## src/rtl/alu_pkg.sv

```systemverilog
// -----------------------------------------------------------------------------
// alu_pkg
// Shared ALUControl encodings used by the decoder, the control unit and the
// shared ALU datapath, plus a helper that flags codes the ALU cannot execute.
// -----------------------------------------------------------------------------
package alu_pkg;

  localparam logic [2:0] ALU_ADD = 3'b000;
  localparam logic [2:0] ALU_SUB = 3'b001;
  localparam logic [2:0] ALU_AND = 3'b010;
  localparam logic [2:0] ALU_OR  = 3'b011;
  localparam logic [2:0] ALU_SLT = 3'b101;

  // Returns 1 for any ALUControl code without an implemented operation.
  function automatic logic alu_unsupported(input logic [2:0] ctrl);
    logic unsup;
    case (ctrl)
      ALU_ADD, ALU_SUB, ALU_AND, ALU_OR, ALU_SLT: unsup = 1'b0;
      default:                                   unsup = 1'b1;
    endcase
    return unsup;
  endfunction

endpackage

```

## src/rtl/alu_core.sv

```systemverilog
// -----------------------------------------------------------------------------
// alu_core
// Purely combinational ALU: add, sub, and, or, signed set-less-than.
// Ports:
//   a, b    [WIDTH-1:0]  operands
//   ctrl    [2:0]        ALUControl code (see alu_pkg)
//   result  [WIDTH-1:0]  operation result; 0 for unsupported codes
//   zero                 result == 0
//   err                  ctrl was an unsupported code
// -----------------------------------------------------------------------------
module alu_core
  import alu_pkg::*;
#(
  parameter int WIDTH = 32
) (
  input  logic [WIDTH-1:0] a,
  input  logic [WIDTH-1:0] b,
  input  logic [2:0]       ctrl,
  output logic [WIDTH-1:0] result,
  output logic             zero,
  output logic             err
);

  logic slt_s;

  assign slt_s = ($signed(a) < $signed(b)) ? 1'b1 : 1'b0;

  // Operation select; add/sub wrap naturally at WIDTH bits.
  always_comb begin
    result = {WIDTH{1'b0}};
    case (ctrl)
      ALU_ADD: result = a + b;
      ALU_SUB: result = a - b;
      ALU_AND: result = a & b;
      ALU_OR:  result = a | b;
      ALU_SLT: result = {{(WIDTH-1){1'b0}}, slt_s};
      default: result = {WIDTH{1'b0}};
    endcase
  end

  assign zero = (result == {WIDTH{1'b0}});
  assign err  = alu_unsupported(ctrl);

endmodule

```

## src/rtl/alu_share_arbiter.sv

```systemverilog
// -----------------------------------------------------------------------------
// alu_share_arbiter
// Shares one combinational ALU between requester 0 (main datapath) and
// requester 1 (address/branch helper). Round-robin grant, at most one op per
// cycle, each requester's result held in its own registered response slot.
// Ports:
//   clk, rst                      clock (rising) and async active-high reset
//   reqN_valid/_ready             request handshake, N = 0,1
//   reqN_a, reqN_b, reqN_ctrl     operands and ALUControl code
//   rspN_valid/_ready             response slot handshake
//   rspN_result, rspN_zero/_err   registered ALU result and flags
//   ops_done      [CNT_W-1:0]     saturating count of accepted operations
// -----------------------------------------------------------------------------
module alu_share_arbiter
  import alu_pkg::*;
#(
  parameter int WIDTH = 32,
  parameter int CNT_W = 16
) (
  input  logic             clk,
  input  logic             rst,
  input  logic             req0_valid,
  output logic             req0_ready,
  input  logic [WIDTH-1:0] req0_a,
  input  logic [WIDTH-1:0] req0_b,
  input  logic [2:0]       req0_ctrl,
  input  logic             req1_valid,
  output logic             req1_ready,
  input  logic [WIDTH-1:0] req1_a,
  input  logic [WIDTH-1:0] req1_b,
  input  logic [2:0]       req1_ctrl,
  output logic             rsp0_valid,
  input  logic             rsp0_ready,
  output logic [WIDTH-1:0] rsp0_result,
  output logic             rsp0_zero,
  output logic             rsp0_err,
  output logic             rsp1_valid,
  input  logic             rsp1_ready,
  output logic [WIDTH-1:0] rsp1_result,
  output logic             rsp1_zero,
  output logic             rsp1_err,
  output logic [CNT_W-1:0] ops_done
);

  logic             free0_s, free1_s;
  logic             elig0_s, elig1_s;
  logic             grant0_s, grant1_s, accept_s;
  logic [WIDTH-1:0] alu_a_s, alu_b_s, alu_res_s;
  logic [2:0]       alu_ctrl_s;
  logic             alu_zero_s, alu_err_s;

  logic             rr_last_r;
  logic             rsp0_valid_r, rsp1_valid_r;
  logic [WIDTH-1:0] rsp0_result_r, rsp1_result_r;
  logic             rsp0_zero_r, rsp1_zero_r;
  logic             rsp0_err_r, rsp1_err_r;
  logic [CNT_W-1:0] ops_done_r;

  // A slot draining this cycle can accept a new result at the same edge.
  assign free0_s = !rsp0_valid_r || rsp0_ready;
  assign free1_s = !rsp1_valid_r || rsp1_ready;
  assign elig0_s = req0_valid && free0_s;
  assign elig1_s = req1_valid && free1_s;

  // Ready only looks at the other side's eligibility, never at its own valid,
  // so a requester may safely wait for ready before raising valid.
  // rr_last = 0 favours requester 1, rr_last = 1 favours requester 0.
  assign req0_ready = free0_s && !(elig1_s && !rr_last_r);
  assign req1_ready = free1_s && !(elig0_s &&  rr_last_r);

  assign grant0_s = req0_valid && req0_ready;
  assign grant1_s = req1_valid && req1_ready;
  assign accept_s = grant0_s || grant1_s;

  // Steer the granted requester's operands into the shared ALU.
  always_comb begin
    alu_a_s    = req0_a;
    alu_b_s    = req0_b;
    alu_ctrl_s = req0_ctrl;
    if (grant1_s) begin
      alu_a_s    = req1_a;
      alu_b_s    = req1_b;
      alu_ctrl_s = req1_ctrl;
    end else begin
      alu_a_s    = req0_a;
      alu_b_s    = req0_b;
      alu_ctrl_s = req0_ctrl;
    end
  end

  alu_core #(.WIDTH(WIDTH)) u_alu (
    .a      (alu_a_s),
    .b      (alu_b_s),
    .ctrl   (alu_ctrl_s),
    .result (alu_res_s),
    .zero   (alu_zero_s),
    .err    (alu_err_s)
  );

  // Round-robin pointer: moves only on a real accept.
  always_ff @(posedge clk or posedge rst) begin
    if (rst) begin
      rr_last_r <= 1'b1;
    end else if (grant0_s) begin
      rr_last_r <= 1'b0;
    end else if (grant1_s) begin
      rr_last_r <= 1'b1;
    end else begin
      rr_last_r <= rr_last_r;
    end
  end

  // Response slot 0: reload on accept, else clear on consume, else hold.
  always_ff @(posedge clk or posedge rst) begin
    if (rst) begin
      rsp0_valid_r  <= 1'b0;
      rsp0_result_r <= {WIDTH{1'b0}};
      rsp0_zero_r   <= 1'b0;
      rsp0_err_r    <= 1'b0;
    end else if (grant0_s) begin
      rsp0_valid_r  <= 1'b1;
      rsp0_result_r <= alu_res_s;
      rsp0_zero_r   <= alu_zero_s;
      rsp0_err_r    <= alu_err_s;
    end else if (rsp0_ready) begin
      rsp0_valid_r  <= 1'b0;
    end else begin
      rsp0_valid_r  <= rsp0_valid_r;
    end
  end

  // Response slot 1: reload on accept, else clear on consume, else hold.
  always_ff @(posedge clk or posedge rst) begin
    if (rst) begin
      rsp1_valid_r  <= 1'b0;
      rsp1_result_r <= {WIDTH{1'b0}};
      rsp1_zero_r   <= 1'b0;
      rsp1_err_r    <= 1'b0;
    end else if (grant1_s) begin
      rsp1_valid_r  <= 1'b1;
      rsp1_result_r <= alu_res_s;
      rsp1_zero_r   <= alu_zero_s;
      rsp1_err_r    <= alu_err_s;
    end else if (rsp1_ready) begin
      rsp1_valid_r  <= 1'b0;
    end else begin
      rsp1_valid_r  <= rsp1_valid_r;
    end
  end

  // Saturating accepted-operation counter.
  always_ff @(posedge clk or posedge rst) begin
    if (rst) begin
      ops_done_r <= {CNT_W{1'b0}};
    end else if (accept_s && (ops_done_r != {CNT_W{1'b1}})) begin
      ops_done_r <= ops_done_r + {{(CNT_W-1){1'b0}}, 1'b1};
    end else begin
      ops_done_r <= ops_done_r;
    end
  end

  assign rsp0_valid  = rsp0_valid_r;
  assign rsp0_result = rsp0_result_r;
  assign rsp0_zero   = rsp0_zero_r;
  assign rsp0_err    = rsp0_err_r;
  assign rsp1_valid  = rsp1_valid_r;
  assign rsp1_result = rsp1_result_r;
  assign rsp1_zero   = rsp1_zero_r;
  assign rsp1_err    = rsp1_err_r;
  assign ops_done    = ops_done_r;

endmodule

```

## config.mk

```make
export PLATFORM = sky130hd
export DESIGN_NAME = alu_share_arbiter
export DESIGN_NICKNAME = d
export VERILOG_FILES = /design/src/rtl/alu_pkg.sv /design/src/rtl/alu_core.sv /design/src/rtl/alu_share_arbiter.sv
export SDC_FILE = /design/constraint.sdc
export NUM_CORES = 1
export LEC_CHECK = 0
export BUFFER_PORTS_ARGS = -buffer_cell sky130_fd_sc_hd__buf_2
export CORE_ASPECT_RATIO = 0.6
export CORE_MARGIN = 5
export CORE_UTILIZATION = 35
export CTS_CLUSTER_DIAMETER = 30
export CTS_CLUSTER_SIZE = 40
export DETAILED_ROUTE_END_ITERATION = 7
export PLACE_DENSITY = 0.68
export SYNTH_ARGS = -nofsm -noshare
export SYNTH_HDL_FRONTEND = slang
export SYNTH_SLANG_ARGS = --single-unit
```

## constraint.sdc

```tcl
create_clock -name clk -period 6.11 [get_ports clk]
set_clock_uncertainty 0.05 [all_clocks]
set_input_delay 0.611 -clock clk [delete_from_list [all_inputs] [get_ports clk]]
set_output_delay 0.611 -clock clk [all_outputs]
set_load 0.01 [all_outputs]
```

; ---- After elaboration in Yosys (flattened, before gate mapping)
; Cells that the tools add are included.
[word_totals]
out_inout_bits = 88
inputBits = 140
word_cells = 56
reg_bits = 87
[op_classes]
eq_ne = 5
reduce_logical = 23
addsub = 3
n_bitwise = 2
muxes = 12
magnitude_cmp = 1
[op_table]
columns = operator, n
row1 = one-hot mux 32 bit (5 select lines), 1
row2 = 2-to-1 mux 32 bit, 2
row3 = adder 32 bit, 1
row4 = bitwise AND 32 bit, 1
row5 = logical NOT 32 bit, 1
row6 = less-than comparator 32 bit, 1
row7 = OR 32 bit, 1
row8 = subtractor 32 bit, 1
row9 = "adder 16 x 1 -> 16 bit, second input constant", 1
row10 = "!= test 16 bit, second input constant", 1
row11 = logical AND 1 bit, 9
row12 = 2-to-1 mux 1 bit, 8
row13 = "== test 3 x 2 -> 1 bit, second input constant", 2
row14 = nonzero test 2 bit, 3
row15 = logical NOT 1 bit, 5
row16 = OR reduction 5 bit, 1
row17 = "== test 3 x 1 -> 1 bit, second input constant", 1
row18 = "== test 3 bit, second input constant", 1
row19 = logical NOT 3 bit, 1
row20 = logical OR 1 bit, 3
row21 = 2-to-1 mux 3 bit, 1

; ---- Depth between registers and ports, before layout
; Gate-level depths: netlist of the first run.
[logic_depth]
depth_word = 12
depth_mapped = 23
depth_no_buf = 19

; ---- By module
; From an unflattened synthesis of the first run, not the netlist that was laid out.
[hier_totals]
cells_unflattened = 1143
hier_area_um2 = 9775.6
[by_module_without_submodules]
columns = mod, area_per_inst_um2, instances, cells_per_inst, seq_area_each_um2
row1 = alu_core, 5452.7, 1, 834, 0.0
row2 = alu_share_arbiter, 4322.9, 1, 309, 2178.3

; ---- Worst setup path before layout of the first run
; No wires, ideal clock.
[synth_timing]
path_kind = input -> register
start = in rsp1_ready
end = reg rsp0_result_r[30], in the netlist rsp0_result[30]
path_slack_ns = 1.154
path_buffers = 4
setup_time_ns = 0.125
t_required_ns = 5.935
arrival_time_ns = 4.782
cell_stages = 21
path_cell_list = nand2b_1 -> buf_2 -> o211ai_2 -> buf_2 -> buf_2 -> clkbuf_1 -> nand2_1 -> nand2_1 -> ha_1 -> inv_1 -> fa_1 -> nand2b_1 -> a21oi_1 -> o211a_1 -> o311a_1 -> a21oi_1 -> o31a_1 -> o31a_1 -> a21bo_2 -> a22o_1 -> mux2_2
[synth_between]
elab_chain_len = 6
word_cells_on_any_way = 21
cone_classes = 2 x add/sub / 4 x eq/ne / 4 x mux / 2 x bitwise / 9 x reduce/logical
[synth_lines]
columns = item, line_no
row1 = from (decl), alu_share_arbiter.sv:38  ; input logic rsp1_ready,
row2 = logical OR 1 bit *, alu_share_arbiter.sv:61  ; assign free1_s = !rsp1_valid_r || rsp1_ready;
row3 = logical AND 1 bit (on tied branches), "alu_share_arbiter.sv:69, alu_share_arbiter.sv:63"
row4 = logical AND 1 bit (on tied branches), "alu_share_arbiter.sv:72, alu_share_arbiter.sv:68"
row5 = "2-to-1 mux 32 bit, or another cell as far along", alu_share_arbiter.sv:80  ; if (grant1_s) begin
row6 = "subtractor 32 bit, or another cell as far along", alu_core.sv:33  ; ALU_SUB: result = a - b;
row7 = one-hot mux 32 bit (5 select lines) / logical AND 1 bit (equally long branches), "alu_core.sv:31, alu_share_arbiter.sv:71"
row8 = to (signal assigned), alu_share_arbiter.sv:117  ; rsp0_result_r <= {WIDTH{1'b0}};
row9 = to (signal assigned), alu_share_arbiter.sv:122  ; rsp0_result_r <= alu_res_s;
row10 = to (decl), alu_share_arbiter.sv:54  ; logic [WIDTH-1:0] rsp0_result_r, rsp1_result_r;
; Every way passes the cells marked *; elsewhere a longest branch is shown, timed or not.
; A chain may end at the register's enable or synchronous reset.

; ---- Final worst setup path of the first run
[layout_timing]
start = reg rsp0_valid_r, in the netlist rsp0_valid
end = reg rsp0_zero_r, in the netlist rsp0_zero
[layout_between]
elab_chain_len = 12
word_cells_on_any_way = 25
cone_classes = 2 x add/sub / 1 x order compare / 4 x eq/ne / 5 x mux / 2 x bitwise / 11 x reduce/logical
[layout_lines]
columns = item, line_no
row1 = from (decl), alu_share_arbiter.sv:53  ; logic rsp0_valid_r, rsp1_valid_r;
row2 = from (signal assigned), alu_share_arbiter.sv:128  ; rsp0_valid_r <= rsp0_valid_r;
row3 = logical NOT 1 bit *, alu_share_arbiter.sv:60  ; assign free0_s = !rsp0_valid_r || rsp0_ready;
row4 = logical OR 1 bit *, alu_share_arbiter.sv:60
row5 = logical AND 1 bit, alu_share_arbiter.sv:62  ; assign elig0_s = req0_valid && free0_s;
row6 = logical AND 1 bit, alu_share_arbiter.sv:69  ; assign req1_ready = free1_s && !(elig0_s && rr_last_r);
row7 = logical NOT 1 bit, alu_share_arbiter.sv:69
row8 = logical AND 1 bit, alu_share_arbiter.sv:69
row9 = logical AND 1 bit, alu_share_arbiter.sv:72  ; assign grant1_s = req1_valid && req1_ready;
row10 = 2-to-1 mux 32 bit, alu_share_arbiter.sv:80
row11 = less-than comparator 32 bit, alu_core.sv:26  ; assign slt_s = ($signed(a) < $signed(b)) ? 1'b1 : 1'b0;
row12 = 2-to-1 mux 1 bit, alu_core.sv:26
row13 = one-hot mux 32 bit (5 select lines), alu_core.sv:31  ; case (ctrl)
row14 = logical NOT 32 bit, alu_core.sv:41  ; assign zero = (result == {WIDTH{1'b0}});
row15 = to (signal assigned), alu_share_arbiter.sv:123  ; rsp0_zero_r <= alu_zero_s;
row16 = to (decl), alu_share_arbiter.sv:55  ; logic rsp0_zero_r, rsp1_zero_r;
; Marks and branches as above.

==> results.yml, run 1 <==
sta:
  rsz0062_at_grt: "no"
  worst_slew_margin_rel_pct: 24.82
  tightest_slew_ps: 1096
  slew_violations: 0
  fmax_mhz: 176.0
  fin_crit_ps: 5682
  period_share_pct: 93.00
  tns_ps: 0
  setup_viol: 0
  finalHoldViolations: 0
  whs_ps: 118.4
  worst_slack_ps: 427.7
placed_design:
  portBuffers: 227
  place_congestion: 1.023
  place_ws_ps: 63.62
  dpl.hpwl_um: 32760
worst_hold_path:
  min_path_type: "in -> async"
drt:
  wl_per_cell_um: 20.44
  drtIter0Drc: 1134
  vias_per_cell: 5.642
  drc_errors: 0
  drt_wl_total_um: 40400
  via_count: 11150
  dr.pass1.iters: 5
  postRouteAntennaNets: 0
clocking:
  clock_latency_ps: 340
  clk_path_buf_depth: 2
  cts.clk_slew.worst_paths_ps: 70
  holdBufCountCts: 0
  h-tree-depth: 3
  cts_buffers: 9
  root_buffer: "clkbuf_16"
  cts_sinks: 87
  cts_tree: "done"
critical_path:
  start_kind: "flip-flop"
  slowest_stage: "o211a_2"
  critPathArrivalTime_ps: 5870
  cp_max_fo: 28
  worst_setup_path_end_kind: "flip-flop"
  criticalPathCategory: "reg -> reg"
  cp_slowest_stage_delay_ps: 630
  crit_required_ps: 6300
  cp_cell_sequence: "nor2b_2, o211a_2, buf_4, nand2_1, nand2_1, ha_1, and2_2, a221oi_2, a21oi_1, nor2b_1, xnor2_1, a222oi_1, nand3_1, nor4_1, buf_4, nand4_1, or2_1, o31ai_1"
layout:
  multi_input_area_um2: 7167
  final_common_cell: "nand2_1"
  layout_common_cells: "nand2_1, buf_2, o21ai_0"
  nets: 1850
  drive_above_1_share_pct: 20.36
  diodes: 0
  seqCellArea_um2: 2178
  n_fill_cell: 2974
  syn_to_final_growth_pct: 19.32
yosys:
  synth_seq_cells: 87
  synth.net_count: 1646
  yosysUniqueCellTypes: 93
  synth_edf_count: 0
  synthCells: 1392
  synth-async-reset-ratio_pct: 100.0
  ys.flop_type: "dfrtp_1"
  yosys_warnings: 0
  ys_seq_area_share_pct: 21.72
  netlist_area_um2: 10030
  synth_area_per_cell_um2: 7.205
floorplanning:
  initial_core_util_pct: 35.23
  io_pins: 228
  die_h_um: 141.1
  core_um2: 28470
  row_count: 48
  dieArea_um2: 32250
  die_w_um: 228.5
grt:
  grt_pass1_vias: 10240
  grt_max_degree: 77
  grt_overflow: 0
  antenna_found_initial: 1
  grt_first_pass_wirelength_um: 61050
  grtUsageTotal_pct: 23.71
outcome:
  status: "finished clean"
job:
  max_cap_violations: 0
pwr:
  ir_drop_mv: 0.1469
  p_per_area_nw_per_um2: 305.4
  p_leak_nw: 6.021
## timing repair
action	in CTS	in global routing
buffers inserted	0	0
setup endpoints to repair	0	2
gates resized for setup	0	2
hold endpoints to repair	0	0
## kinds of logic (layout without fill, tap and decap cells)
family	Yosys count	count (layout)	synth area share, %
compound gates	392	393	26.27
xor+xnor	36	36	3.144
fa+ha+maj	114	114	14.37
buf+inv	181	389	7.186
flops	87	87	21.72
mux	19	19	2.046
simple gates	563	563	25.26
## layout make-up
cell class / instances / share of cell area (%)
Multi-Input combinational cell: 1125 / 59.89
Sequential cell: 87 / 18.20
Inverter: 107 / 3.366
Clock buffer: 12 / 1.976
Timing Repair Buffer: 266 / 12.04
Tap cell: 375 / 3.921
Clock inverter: 4 / 0.6064
## where the power goes
part           internal, mW  leakage (nW)  switching [mW]
logic                 0.784          4.74            1.42
clock network         0.358         0.147           0.225
registers             0.748          1.13           0.121
total                  1.89          6.02            1.76
## flip-flops by register name, indices dropped and copies added, names as in the netlist
| name | cells |
|---|---|
| rsp0_zero | 1 |
| rsp1_result | 32 |
| rsp1_err | 1 |
| rr_last_r | 1 |
| ops_done | 16 |
| rsp1_zero | 1 |
| rsp0_valid | 1 |
| rsp0_result | 32 |
| rsp1_valid | 1 |
| rsp0_err | 1 |
## per-stage QoR
step / cells / util [%] / area, um^2 / power (mW)
after floorplan: 1392 / - / 10030 / 2.215
final: 1976 / 42.04 / 11970 / 3.655
after detailed placement: 1959 / 40.87 / 11630 / 3.011
after global routing: 1976 / 42.04 / 11970 / 3.889
after CTS: 1975 / 41.95 / 11940 / 3.609
after global placement: 1959 / 40.87 / 11630 / 3.003
## synthesized netlist by cell type, types with 9 or more instances
master,instances,area (um^2)
a21oi_1,83,415.4
a31oi_1,9,56.30
dfrtp_1,86,2152
xor2_1,9,78.83
clkbuf_1,41,153.9
nand3_1,25,125.1
ha_1,112,1401
nor2b_1,13,81.33
nor4_1,17,106.4
a211oi_1,25,187.7
nand2b_1,13,81.33
inv_1,106,397.9
o31a_1,10,87.58
o31ai_1,17,127.6
o21ai_0,122,610.6
nand4_1,19,118.9
xnor2_1,27,236.5
a21o_1,9,67.56
mux2i_1,10,100.1
nor3_1,22,110.1
buf_2,27,135.1
and3_1,10,62.56
nand2_1,320,1201
nor2_1,78,292.8
o21a_1,10,75.07
o211ai_1,14,105.1
## final timing paths
kind,startpoint,end,slack (ps),cells past startpoint
max,rsp0_valid$_DFFE_PP0P_,rsp0_zero$_DFFE_PP0P_,430,18
min,rst,rsp1_result[4]$_DFFE_PP0N_,120,2
max reg2reg,rsp0_valid$_DFFE_PP0P_,rsp0_zero$_DFFE_PP0P_,430,18
min reg2reg,rsp1_result[24]$_DFFE_PP0N_,rsp1_result[24]$_DFFE_PP0N_,430,2
max in group asynchronous,rst,rsp1_result[28]$_DFFE_PP0N_,4670,3
min in group clk,req0_valid,rr_last_r$_DFFE_PP1P_,400,2
## per-layer routing
layer | wire, um | track usage (%) | up-vias
met2 | 16420 | 34.50 | 586
met3 | 4106 | 6.280 | 58
met5 | 8 | 0 | -
met1 | 18750 | 34.72 | 5209
met4 | 1119 | 6.202 | 2
li1 | - | - | 5293
## worst max-delay path: cells and delay by family (launching register included)
kind | cells | cell delay [ps]
adders and majority gates | 1 | 340
and+or+nand+nor | 9 | 2050
AOI/OAI and AO/OA | 5 | 2080
xor gates and xnor gates | 1 | 80
DFF | 1 | 360
buffers and inverters | 2 | 600
No activity file was read; power rests on OpenSTA's default activity.
==> run 2, diff against run 1 <==
--- a/config.mk
+++ b/config.mk
@@ -13,6 +13,7 @@
 export CTS_CLUSTER_SIZE = 40
 export DETAILED_ROUTE_END_ITERATION = 7
 export PLACE_DENSITY = 0.68
+export RECOVER_POWER = 25
 export SYNTH_ARGS = -nofsm -noshare
 export SYNTH_HDL_FRONTEND = slang
 export SYNTH_SLANG_ARGS = --single-unit
==> results.yml, run 2 (synthesis results as in run 1) <==
floorplanning:
  die_h_um: 141.1
  dieArea_um2: 32250
  core_um2: 28470
  initial_core_util_pct: 35.23
  io_pins: 228
  row_count: 48
  die_w_um: 228.5
placed_design:
  place_inst: 1959
  place_ws_ps: 63.62
  portBuffers: 227
  dpl.hpwl_um: 32760
  place_congestion: 1.023
clocking:
  cts_buffers: 9
  cts_setup_buffers: 0
  clk_path_buf_depth: 2
  cts_sinks: 87
  root_buffer: "clkbuf_16"
  cts_tree: "done"
  h-tree-depth: 3
  clock_latency_ps: 340
  cts.clk_slew.worst_paths_ps: 70
drt:
  drtIter0Drc: 1171
  via_count: 11220
  maxUsedRoutingLayer: "met5"
  met1_length_um: 18800
  postRouteAntennaNets: 0
  drt_wl_total_um: 40500
  dr_wl_met3_um: 4116
  drc_errors: 0
  dr.pass1.iters: 6
  vias_per_cell: 5.679
  wl_met2_um: 16360
  wl_per_cell_um: 20.50
layout:
  syn_to_final_growth_pct: 18.64
  final_core_util_pct: 41.80
  diodes: 0
  final_cells: 1976
  drive_above_1_share_pct: 17.05
  n_fill_cell: 2999
  final_common_cell: "nand2_1"
  seqCellArea_um2: 2178
  multi_input_area_um2: 7167
  layout_common_cells: "nand2_1, buf_2, o21ai_0"
  nets: 1850
pwr:
  p_per_area_nw_per_um2: 305.2
  p_leak_nw: 5.822
  ir_drop_mv: 0.1454
  p_total_mw: 3.632
critical_path:
  crit_required_ps: 6300
  slowest_stage: "dfstp_2"
  start_kind: "flip-flop"
  worst_setup_path_end_kind: "flip-flop"
  critPathArrivalTime_ps: 5920
  cp_top_family: "simple AND/OR/NAND/NOR gates"
  cp_cell_sequence: "nand2_1, o211ai_4, mux2i_1, inv_1, fa_1, nor2b_1, o311ai_2, nor3_1, nor3_2, xnor2_1, a222oi_1, nand3_1, nor4_1, buf_4, nand4_1, or2_1, o31ai_1"
  cp_max_fo: 12
  path_buf_inv: 2
  criticalPathCategory: "reg -> reg"
  cp_slowest_stage_delay_ps: 540
sta:
  finalHoldViolations: 0
  worst_slew_margin_rel_pct: -170.3
  tightest_slew_ps: 4055
  setup_viol: 0
  slew_violations: 77
  rsz0062_at_grt: "no"
  fmax_mhz: 174.5
  tns_ps: 0
  period_share_pct: 93.77
  fin_crit_ps: 5729
  worst_slack_ps: 380.8
grt:
  grt_max_degree: 77
  grt_overflow: 0
  grtUsageTotal_pct: 23.71
  grt_pass1_vias: 10240
  grt_first_pass_wirelength_um: 61050
  antenna_found_initial: 1
job:
  max_cap_violations: 1
outcome:
  status: "complete, but fails checks"
  violations: "capacitance limit, slew limit"
worst_hold_path:
  min_path_type: "in -> async"
[run 2: path summary, 6_finish.rpt]
check | start | to | slack, ps | cells past startpoint
max | rr_last_r$_DFFE_PP1P_ | rsp0_zero$_DFFE_PP0P_ | 380 | 17
max in group asynchronous | rst | rsp0_result[23]$_DFFE_PP0P_ | 1570 | 3
min reg2reg | rsp1_result[24]$_DFFE_PP0N_ | rsp1_result[24]$_DFFE_PP0N_ | 430 | 2
max reg2reg | rr_last_r$_DFFE_PP1P_ | rsp0_zero$_DFFE_PP0P_ | 380 | 17
min | rst | rsp1_result[4]$_DFFE_PP0N_ | 230 | 2
min in group clk | req0_valid | rr_last_r$_DFFE_PP1P_ | 400 | 2
[run 2: report_power, final]
group          switching (mW)  internal, mW
registers               0.125         0.748
clock network           0.226         0.358
logic                    1.42         0.754
[run 2: stage by stage]
| step | area [um^2] | hold slack, ps |
|---|---|---|
| finish | 11900 | 225.1 |
| detailed placement | 11630 | 416.5 |
| global placement | 11630 | 406.4 |
| CTS | 11940 | 109.2 |
| global route | 11900 | 249.6 |
| floorplan | 10030 | 454.4 |
[run 2: cell type report]
cell class	instances	share of cell area (%)
multi-input combinational	1125	60.23
sequential	87	18.31
timing repair buffer	266	11.54
tap	375	3.943
inverter	107	3.386
clock buffer	12	1.987
clock inverter	4	0.6099
[run 2: worst register-to-register path: stages (launching register included)]
cell and delay, ps:
dfstp_2 540, nand2_1 170, o211ai_4 530, mux2i_1 530, inv_1 170, fa_1 440, nor2b_1 200, o311ai_2 470
nor3_1 190, nor3_2 400, xnor2_1 110, a222oi_1 530, nand3_1 130, nor4_1 420, buf_4 200, nand4_1 70
or2_1 290, o31ai_1 190
[run 2: repair_timing]
action	4_1_cts	5_1_grt
endpoints found under the setup margin	0	2
hold buffers	0	0
resized for setup	0	2
[run 2: layer usage]
layer / vias up / global-route usage [%]
li1: 5285 / -
met1: 5278 / 34.72
met2: 587 / 34.50
met3: 70 / 6.280
met4: 2 / 6.202
met5: - / 0
